==> config.mk <==
export PLATFORM = sky130hd
export DESIGN_NAME = task_dispatcher_flat
export DESIGN_NICKNAME = d
export VERILOG_FILES = /design/src/rtl/task_dispatcher_if.sv /design/src/rtl/task_dispatcher.sv /design/src/flat_wrapper.sv
export SDC_FILE = /design/constraint.sdc
export NUM_CORES = 1
export LEC_CHECK = 0
export CELL_PAD_IN_SITES_DETAIL_PLACEMENT = 0
export CELL_PAD_IN_SITES_GLOBAL_PLACEMENT = 1
export CORE_MARGIN = 5
export CORE_UTILIZATION = 58
export DETAILED_ROUTE_END_ITERATION = 12
export DONT_BUFFER_PORTS = 1
export PLACE_DENSITY_LB_ADDON = 0.1
export REMOVE_ABC_BUFFERS = 1
export SYNTH_ARGS = -nofsm -noshare
export SYNTH_HDL_FRONTEND = slang
export SYNTH_SLANG_ARGS = --single-unit
export TNS_END_PERCENT = 1
==> constraint.sdc <==
create_clock -name clk -period 8.44 [get_ports clk]
set_input_delay 0.844 -clock clk [delete_from_list [all_inputs] [get_ports clk]]
set_output_delay 0.844 -clock clk [all_outputs]
set_load 0.05 [all_outputs]
==> src/rtl/task_dispatcher_if.sv <==
// ---------------------------------------------------------------------------
// task_dispatcher_if
//   Bundles the signals between the task dispatcher and its environment:
//   the task submission handshake, the three engine start/cfg/irq triplets
//   (pb0, pb1, pp), the completion report and the status outputs.
//
//   Modports
//     slave  : the dispatcher side (accepts tasks, drives engines, reports).
//     master : the environment side (offers tasks, answers with irqs).
//
//   Signals
//     task_valid/task_ready/task_type/task_cfg : task submission handshake
//     pbX_start/pbX_cfg/pbX_irq, pp_*          : per-engine control
//     done_valid/done_eng                      : completion report
//     cont_busy, err_irq                       : controller status
// ---------------------------------------------------------------------------
interface task_dispatcher_if #(
    parameter int CFG_W = 96
) ();

    logic             task_valid;
    logic             task_ready;
    logic             task_type;
    logic [CFG_W-1:0] task_cfg;

    logic             pb0_start;
    logic [CFG_W-1:0] pb0_cfg;
    logic             pb0_irq;

    logic             pb1_start;
    logic [CFG_W-1:0] pb1_cfg;
    logic             pb1_irq;

    logic             pp_start;
    logic [CFG_W-1:0] pp_cfg;
    logic             pp_irq;

    logic             done_valid;
    logic [1:0]       done_eng;
    logic             cont_busy;
    logic             err_irq;

    modport slave (
        input  task_valid, task_type, task_cfg,
        input  pb0_irq, pb1_irq, pp_irq,
        output task_ready,
        output pb0_start, pb0_cfg, pb1_start, pb1_cfg, pp_start, pp_cfg,
        output done_valid, done_eng, cont_busy, err_irq
    );

    modport master (
        output task_valid, task_type, task_cfg,
        output pb0_irq, pb1_irq, pp_irq,
        input  task_ready,
        input  pb0_start, pb0_cfg, pb1_start, pb1_cfg, pp_start, pp_cfg,
        input  done_valid, done_eng, cont_busy, err_irq
    );

endinterface

==> src/rtl/task_dispatcher.sv <==
// ---------------------------------------------------------------------------
// task_dispatcher
//   Sits in front of two packet builders (pb0, pb1) and one packet parser
//   (pp). Tasks are queued in a small FIFO and dispatched strictly in order:
//   parse tasks go to pp, build tasks to whichever builder is free
//   (alternating when both are free). Each engine has an IDLE->START->WAIT
//   FSM that issues a one-cycle start pulse and holds the task config until
//   the engine's irq. Completions are reported one per cycle, pb0 > pb1 > pp,
//   with losers parked in per-engine pending bits.
//
//   Ports
//     clk    : clock, all logic on the rising edge
//     reset  : asynchronous, active-low reset
//     bus    : task_dispatcher_if.slave (task handshake, engine control,
//              completion report, cont_busy / err_irq status)
// ---------------------------------------------------------------------------
module task_dispatcher #(
    parameter int QUEUE_DEPTH = 4,
    parameter int CFG_W       = 96
) (
    input  logic                 clk,
    input  logic                 reset,
    task_dispatcher_if.slave     bus
);

    localparam int PTR_W   = $clog2(QUEUE_DEPTH);
    localparam int CNT_W   = PTR_W + 1;
    localparam int NUM_ENG = 3;            // 0 = pb0, 1 = pb1, 2 = pp

    typedef enum logic [1:0] {
        ENG_IDLE  = 2'd0,
        ENG_START = 2'd1,
        ENG_WAIT  = 2'd2
    } eng_state_e;

    typedef struct packed {
        logic             task_type;       // 0 = build, 1 = parse
        logic [CFG_W-1:0] cfg;
    } entry_t;

    // -----------------------------------------------------------------------
    // State
    // -----------------------------------------------------------------------
    entry_t           fifo_mem [QUEUE_DEPTH];
    logic [PTR_W-1:0] wr_ptr_q, wr_ptr_d;
    logic [PTR_W-1:0] rd_ptr_q, rd_ptr_d;
    logic [CNT_W-1:0] count_q,  count_d;
    logic             ready_en_q, ready_en_d;   // keeps task_ready low until the first edge after reset

    eng_state_e       state_q [NUM_ENG];
    eng_state_e       state_d [NUM_ENG];
    logic [CFG_W-1:0] cfg_q   [NUM_ENG];
    logic [CFG_W-1:0] cfg_d   [NUM_ENG];
    logic             last_pb_q, last_pb_d;     // builder that took the previous build task

    logic [NUM_ENG-1:0] pending_q, pending_d;
    logic               done_valid_q, done_valid_d;
    logic [1:0]         done_eng_q,   done_eng_d;
    logic               err_irq_q,    err_irq_d;

    // -----------------------------------------------------------------------
    // Combinational helpers
    // -----------------------------------------------------------------------
    entry_t             head;
    logic               fifo_empty;
    logic               fifo_full;
    logic               push;
    logic               dispatch;
    logic [1:0]         disp_eng;
    logic [NUM_ENG-1:0] eng_idle;
    logic [NUM_ENG-1:0] eng_wait;
    logic [NUM_ENG-1:0] irq_vec;
    logic [NUM_ENG-1:0] irq_ok;
    logic [NUM_ENG-1:0] done_req;
    logic [NUM_ENG-1:0] done_grant;

    assign head       = fifo_mem[rd_ptr_q];
    assign fifo_empty = (count_q == '0);
    assign fifo_full  = (count_q == CNT_W'(QUEUE_DEPTH));
    assign push       = bus.task_valid && bus.task_ready;
    assign irq_vec    = {bus.pp_irq, bus.pb1_irq, bus.pb0_irq};

    always_comb begin
        for (int i = 0; i < NUM_ENG; i++) begin
            eng_idle[i] = (state_q[i] == ENG_IDLE);
            eng_wait[i] = (state_q[i] == ENG_WAIT);
        end
    end

    // Only an irq from an engine that is waiting for one completes a task.
    assign irq_ok = irq_vec & eng_wait;

    // -----------------------------------------------------------------------
    // Dispatch decision: only the FIFO head is ever considered, so a blocked
    // build task also holds back any parse task queued behind it.
    // -----------------------------------------------------------------------
    always_comb begin
        // NOTE: every signal written here gets a default first so no path
        // through the block leaves it unassigned (which would infer a latch).
        dispatch = 1'b0;
        disp_eng = 2'd0;
        if (!fifo_empty) begin
            if (head.task_type) begin
                if (eng_idle[2]) begin
                    dispatch = 1'b1;
                    disp_eng = 2'd2;
                end
            end else if (eng_idle[0] && eng_idle[1]) begin
                dispatch = 1'b1;
                disp_eng = last_pb_q ? 2'd0 : 2'd1;
            end else if (eng_idle[0]) begin
                dispatch = 1'b1;
                disp_eng = 2'd0;
            end else if (eng_idle[1]) begin
                dispatch = 1'b1;
                disp_eng = 2'd1;
            end
        end
    end

    // -----------------------------------------------------------------------
    // FIFO bookkeeping (pop happens only on dispatch)
    // -----------------------------------------------------------------------
    always_comb begin
        wr_ptr_d   = wr_ptr_q;
        rd_ptr_d   = rd_ptr_q;
        count_d    = count_q;
        ready_en_d = 1'b1;
        if (push) begin
            wr_ptr_d = wr_ptr_q + 1'b1;     // power-of-two depth wraps naturally
        end
        if (dispatch) begin
            rd_ptr_d = rd_ptr_q + 1'b1;
        end
        case ({push, dispatch})
            2'b10:   count_d = count_q + 1'b1;
            2'b01:   count_d = count_q - 1'b1;
            default: count_d = count_q;
        endcase
    end

    // NOTE: the task storage has no reset; validity is tracked entirely by
    // the pointers and count, so clearing the data array would be wasted logic.
    always_ff @(posedge clk) begin
        if (push) begin
            fifo_mem[wr_ptr_q] <= '{task_type: bus.task_type, cfg: bus.task_cfg};
        end
    end

    // -----------------------------------------------------------------------
    // Per-engine FSMs and config registers
    // -----------------------------------------------------------------------
    always_comb begin
        state_d   = state_q;
        cfg_d     = cfg_q;
        last_pb_d = last_pb_q;
        for (int i = 0; i < NUM_ENG; i++) begin
            case (state_q[i])
                ENG_IDLE: begin
                    if (dispatch && (disp_eng == 2'(i))) begin
                        state_d[i] = ENG_START;
                        cfg_d[i]   = head.cfg;
                    end
                end
                ENG_START: state_d[i] = ENG_WAIT;
                ENG_WAIT: begin
                    if (irq_vec[i]) begin
                        state_d[i] = ENG_IDLE;
                    end
                end
                default: state_d[i] = ENG_IDLE;
            endcase
        end
        if (dispatch && !head.task_type) begin
            last_pb_d = disp_eng[0];
        end
    end

    // -----------------------------------------------------------------------
    // Completion reporting: fixed priority pb0 > pb1 > pp over fresh irqs and
    // previously parked ones; whatever is not granted stays pending.
    // -----------------------------------------------------------------------
    always_comb begin
        done_req     = pending_q | irq_ok;
        done_grant   = '0;
        done_valid_d = 1'b0;
        done_eng_d   = 2'd0;
        if (done_req[0]) begin
            done_grant   = 3'b001;
            done_valid_d = 1'b1;
            done_eng_d   = 2'd0;
        end else if (done_req[1]) begin
            done_grant   = 3'b010;
            done_valid_d = 1'b1;
            done_eng_d   = 2'd1;
        end else if (done_req[2]) begin
            done_grant   = 3'b100;
            done_valid_d = 1'b1;
            done_eng_d   = 2'd2;
        end
        pending_d = done_req & ~done_grant;
        // An irq from an engine that is not waiting is a protocol error.
        err_irq_d = err_irq_q | (|(irq_vec & ~eng_wait));
    end

    // -----------------------------------------------------------------------
    // State registers
    // -----------------------------------------------------------------------
    always_ff @(posedge clk or negedge reset) begin
        if (!reset) begin
            wr_ptr_q     <= '0;
            rd_ptr_q     <= '0;
            count_q      <= '0;
            ready_en_q   <= 1'b0;
            for (int i = 0; i < NUM_ENG; i++) begin
                state_q[i] <= ENG_IDLE;
                cfg_q[i]   <= '0;
            end
            last_pb_q    <= 1'b1;           // first build after reset goes to pb0
            pending_q    <= '0;
            done_valid_q <= 1'b0;
            done_eng_q   <= 2'd0;
            err_irq_q    <= 1'b0;
        end else begin
            // NOTE: sequential state uses non-blocking assignments so every
            // flop samples its _d value from before this edge.
            wr_ptr_q     <= wr_ptr_d;
            rd_ptr_q     <= rd_ptr_d;
            count_q      <= count_d;
            ready_en_q   <= ready_en_d;
            state_q      <= state_d;
            cfg_q        <= cfg_d;
            last_pb_q    <= last_pb_d;
            pending_q    <= pending_d;
            done_valid_q <= done_valid_d;
            done_eng_q   <= done_eng_d;
            err_irq_q    <= err_irq_d;
        end
    end

    // -----------------------------------------------------------------------
    // Outputs
    // -----------------------------------------------------------------------
    assign bus.task_ready = ready_en_q && !fifo_full;

    assign bus.pb0_start  = (state_q[0] == ENG_START);
    assign bus.pb1_start  = (state_q[1] == ENG_START);
    assign bus.pp_start   = (state_q[2] == ENG_START);
    assign bus.pb0_cfg    = cfg_q[0];
    assign bus.pb1_cfg    = cfg_q[1];
    assign bus.pp_cfg     = cfg_q[2];

    assign bus.done_valid = done_valid_q;
    assign bus.done_eng   = done_eng_q;
    assign bus.err_irq    = err_irq_q;

    // Busy until the last completion has actually been reported.
    assign bus.cont_busy  = !fifo_empty || !(&eng_idle) || (|pending_q) || done_valid_q;

endmodule

==> src/flat_wrapper.sv <==
// flat-port wrapper written by rule: the top's interface ports become plain ports
module task_dispatcher_flat 
#(
    parameter int QUEUE_DEPTH = 4,
    parameter int CFG_W       = 96
)
  (clk, reset, bus_task_valid, bus_task_type, bus_task_cfg, bus_pb0_irq, bus_pb1_irq, bus_pp_irq, bus_task_ready, bus_pb0_start, bus_pb0_cfg, bus_pb1_start, bus_pb1_cfg, bus_pp_start, bus_pp_cfg, bus_done_valid, bus_done_eng, bus_cont_busy, bus_err_irq);
  task_dispatcher_if #(.CFG_W(CFG_W)) bus_i ();
  input  logic clk;
  input  logic reset;
  input wire logic [$bits(bus_i.task_valid)-1:0] bus_task_valid;
  input wire logic [$bits(bus_i.task_type)-1:0] bus_task_type;
  input wire logic [$bits(bus_i.task_cfg)-1:0] bus_task_cfg;
  input wire logic [$bits(bus_i.pb0_irq)-1:0] bus_pb0_irq;
  input wire logic [$bits(bus_i.pb1_irq)-1:0] bus_pb1_irq;
  input wire logic [$bits(bus_i.pp_irq)-1:0] bus_pp_irq;
  output wire logic [$bits(bus_i.task_ready)-1:0] bus_task_ready;
  output wire logic [$bits(bus_i.pb0_start)-1:0] bus_pb0_start;
  output wire logic [$bits(bus_i.pb0_cfg)-1:0] bus_pb0_cfg;
  output wire logic [$bits(bus_i.pb1_start)-1:0] bus_pb1_start;
  output wire logic [$bits(bus_i.pb1_cfg)-1:0] bus_pb1_cfg;
  output wire logic [$bits(bus_i.pp_start)-1:0] bus_pp_start;
  output wire logic [$bits(bus_i.pp_cfg)-1:0] bus_pp_cfg;
  output wire logic [$bits(bus_i.done_valid)-1:0] bus_done_valid;
  output wire logic [$bits(bus_i.done_eng)-1:0] bus_done_eng;
  output wire logic [$bits(bus_i.cont_busy)-1:0] bus_cont_busy;
  output wire logic [$bits(bus_i.err_irq)-1:0] bus_err_irq;
  assign bus_i.task_valid = bus_task_valid;
  assign bus_i.task_type = bus_task_type;
  assign bus_i.task_cfg = bus_task_cfg;
  assign bus_i.pb0_irq = bus_pb0_irq;
  assign bus_i.pb1_irq = bus_pb1_irq;
  assign bus_i.pp_irq = bus_pp_irq;
  assign bus_task_ready = bus_i.task_ready;
  assign bus_pb0_start = bus_i.pb0_start;
  assign bus_pb0_cfg = bus_i.pb0_cfg;
  assign bus_pb1_start = bus_i.pb1_start;
  assign bus_pb1_cfg = bus_i.pb1_cfg;
  assign bus_pp_start = bus_i.pp_start;
  assign bus_pp_cfg = bus_i.pp_cfg;
  assign bus_done_valid = bus_i.done_valid;
  assign bus_done_eng = bus_i.done_eng;
  assign bus_cont_busy = bus_i.cont_busy;
  assign bus_err_irq = bus_i.err_irq;
  task_dispatcher #(.QUEUE_DEPTH(QUEUE_DEPTH), .CFG_W(CFG_W)) u_core (.clk(clk), .reset(reset), .bus(bus_i));
endmodule
==> qor.csv <==
stage,metric,value,unit
global_route,global-route total usage across every layer,0.216,
detailed_routing,Total Routed Length,51.9,mm
sta,RSZ-0062 raised after global routing,no,
global_route,global-route congestion overflow total,0,
die,Total Die Area,48500,um^2
worst_setup_path,total buffers and inverters traversed by the critical path,1,
sta,fin worst setup slack,4.79,ns
placed_design,RePlAce Congestion,0.736,
worst_hold_path,worst hold path class,input port to async pin,
worst_setup_path,Reg2Reg Launch Point,u_core.rd_ptr_q[1],
die,Die X,220,um
worst_setup_path,endpoint of the worst-slack reg-to-reg timing path,u_core.bus.pb1_cfg[75],
worst_setup_path,Slowest cell on crit path,sky130_fd_sc_hd__dfrtp_4,
die,standard-cell rows,77,
clocking,CTS-repair resized insts,0,
detailed_routing,total number of vias,11051,
die,number of top-level pins,400,
global_route,largest net degree at the start of global routing,309,
synth,Mean Syn Cell Area,21.3,um^2
final_layout,"leading cell type in the layout, fill and taps excluded",sky130_fd_sc_hd__edfxtp_1,
sta,final hold viol count,0,
clocking,clock slew seen by the registers of the worst setup and hold paths,0.06,ns
final_layout,"Net count, final",1344,
clocking,Post-CTS Setup Inserts,0,
worst_setup_path,sort of element at the end of the critical path,register,
clocking,H-tree levels,3,
detailed_routing,first-pass iteration count of the detailed router,5,
worst_setup_path,critical path startpoint category,register,
clocking,number of buffers added by the clock tree synthesis step,70,
final_layout,post-route core utilization,0.647,
detailed_routing,vias per std cell,5.88,
global_route,wire length of the first global-routing pass,77.7,mm
sta,Least-Margin Pin Slew,1.05,ns
worst_setup_path,CP startpoint,u_core.rd_ptr_q[1],
worst_setup_path,Crit path arrival time,4.10,ns
sta,worst max-slew margin expressed relative to the limit,0.301,
global_route,number of global-route vias before repair,11873,
worst_setup_path,WS Path Type,register to register,
detailed_routing,total DRC errors in the routed layout,0,
sta,"Slew Viols, Final",0,
sta,share of the clock period used by the worst path,0.433,
die,Core Region,43900,um^2
worst_setup_path,CP Max Fanout,50,
die,Initial Utilization,0.583,
placed_design,Placement Setup Slack,4.77,ns
synth,Synth Flop Type,sky130_fd_sc_hd__edfxtp_1,
detailed_routing,remaining number of nets flagged by the antenna check after routing,0,
final_layout,cell area after layout,28400,um^2
clocking,CTS tree,yes,
detailed_routing,post-detailed-route wirelength per cell,27.6,um
sta,Final Setup Violations,0,
sta,post-route setup TNS,0,ns
synth,Post-synth ARST share,0.443,
worst_setup_path,number of cells on the worst reg-to-reg path,5,
synth,Post-synth EDFFs,388,
synth,Yosys warnings,0,
clocking,worst skew pair latency,0.58,ns
clocking,clock net sink count,697,
final_layout,"commonest non-fill, non-tap cells in the layout","sky130_fd_sc_hd__edfxtp_1, sky130_fd_sc_hd__dfrtp_1, sky130_fd_sc_hd__mux2_2",
detailed_routing,starting DRC count in detailed routing,687,
synth,number of distinct library cells after synthesis,39,
placed_design,Detailed Place HPWL,32.3,mm
worst_setup_path,Levels on crit path,5,
synth,instance count of the mapped netlist,1205,
clocking,number of hold buffers added after cts,1,
clocking,Clock Tree Root,sky130_fd_sc_hd__clkbuf_16,
synth,#FFs+latches synth,697,
final_layout,area growth from synthesis to layout,11.0,%
clocking,number of buffers on the longest clock path,3,
worst_setup_path,cell family contributing the most delay on the critical path,simple AND/OR/NAND/NOR gates,
placed_design,count of input and output buffers,0,
placed_design,post-place instance area,26100,um^2
flow_run,reported max-cap violation count,0,
worst_setup_path,required time at the worst-slack endpoint,8.89,ns
worst_setup_path,cell-by-cell listing of the critical path,mux4_2 > nor2b_1 > and3_4 > buf_4 > mux2_2,
global_route,antenna violations before repair,0,
die,chip height,220,um
sta,Final Critical Period,3.65,ns
worst_setup_path,FF-to-FF setup slack,4.79,ns
worst_setup_path,capturing element of the worst setup path,u_core.bus.pb1_cfg[75],
final_layout,fraction of layout cells with a size suffix above 1,0.352,
worst_setup_path,slowest cell delay on critical path,0.86,ns
sta,clk_skew,0.0198,ns
synth,post-synthesis instance area,25600,um^2
sta,Highest Clock Rate,274,MHz
synth,share of synthesized area occupied by flip-flops and latches,0.757,
run_status,status,"complete, no violations",
-- how the worst min path moves through the flow --
stage                   endpoint  slack, ns
3_3_place_gp   u_core.count_q[0]       0.49
5_1_grt         u_core.last_pb_q       0.08
2_1_floorplan  u_core.count_q[2]       0.46
6_report        u_core.last_pb_q       0.12
3_5_place_dp   u_core.count_q[0]       0.49
4_1_cts         u_core.last_pb_q       0.08
-- cell families after synthesis --
logic type | Yosys count | share of synthesized area
flops | 697 | 0.757
mux | 387 | 0.213
buf+inv | 64 | 0.0152
simple gates | 32 | 0.00650
compound gates | 12 | 0.00332
fa+ha+maj | 6 | 0.00322
xor+xnor | 6 | 0.00205
other cells | 1 | 0.000146
-- per-stage QoR --
step	cells	hold WS, ns
after floorplan	1151	0.455
after global placement	1753	0.487
after detailed placement	1753	0.486
after CTS	1879	0.0766
after global routing	1880	0.0816
final	1881	0.121
-- area by class of cell --
type,count,area (um^2)
Clock inverter,10,95.1
Sequential cell,697,19400
Antenna cell,1,2.50
Inverter,10,40.0
Timing Repair Buffer,12,130
Fill cell,3067,15500
Clock buffer,115,2160
Tap cell,592,741
Multi-Input combinational cell,444,5880
-- registers in the layout (all words and copies together), names as in the netlist, 3 cells and up --
name                count
u_core.count_q          3
u_core.bus.pb0_cfg     96
u_core.bus.pp_cfg      96
u_core.fifo_mem       388
u_core.bus.pb1_cfg     96
u_core.state_q          6
-- cell usage after synthesis (all sizes together) (2+ instances only) --
| library cell | number | area [um^2] |
|---|---|---|
| buf | 38 | 293 |
| nor2 | 8 | 30.0 |
| and3 | 5 | 31.3 |
| xnor2 | 2 | 17.5 |
| and2 | 2 | 12.5 |
| inv | 10 | 37.5 |
| xor2 | 4 | 35.0 |
| nand3b | 2 | 15.0 |
| mux2 | 289 | 3250 |
| nor2b | 4 | 25.0 |
| nand2 | 6 | 22.5 |
| dfrtp | 308 | 7710 |
| clkbuf | 16 | 60.1 |
| edfxtp | 388 | 11700 |
| a31oi | 3 | 18.8 |
| o21bai | 3 | 22.5 |
| ha | 5 | 62.6 |
| mux4 | 97 | 2180 |
-- routing by layer --
layer / vias to the layer above / wire length (um) / global-route usage
li1: 4736 / - / -
met1: 5916 / 20200 / 0.282
met2: 330 / 25400 / 0.340
met3: 69 / 5220 / 0.0880
met4: 0 / 1130 / 0.0651
met5: - / 0 / 0
Power is not shown: default switching activity piles up to over one toggle a cycle in this logic, so the estimate is an artifact.
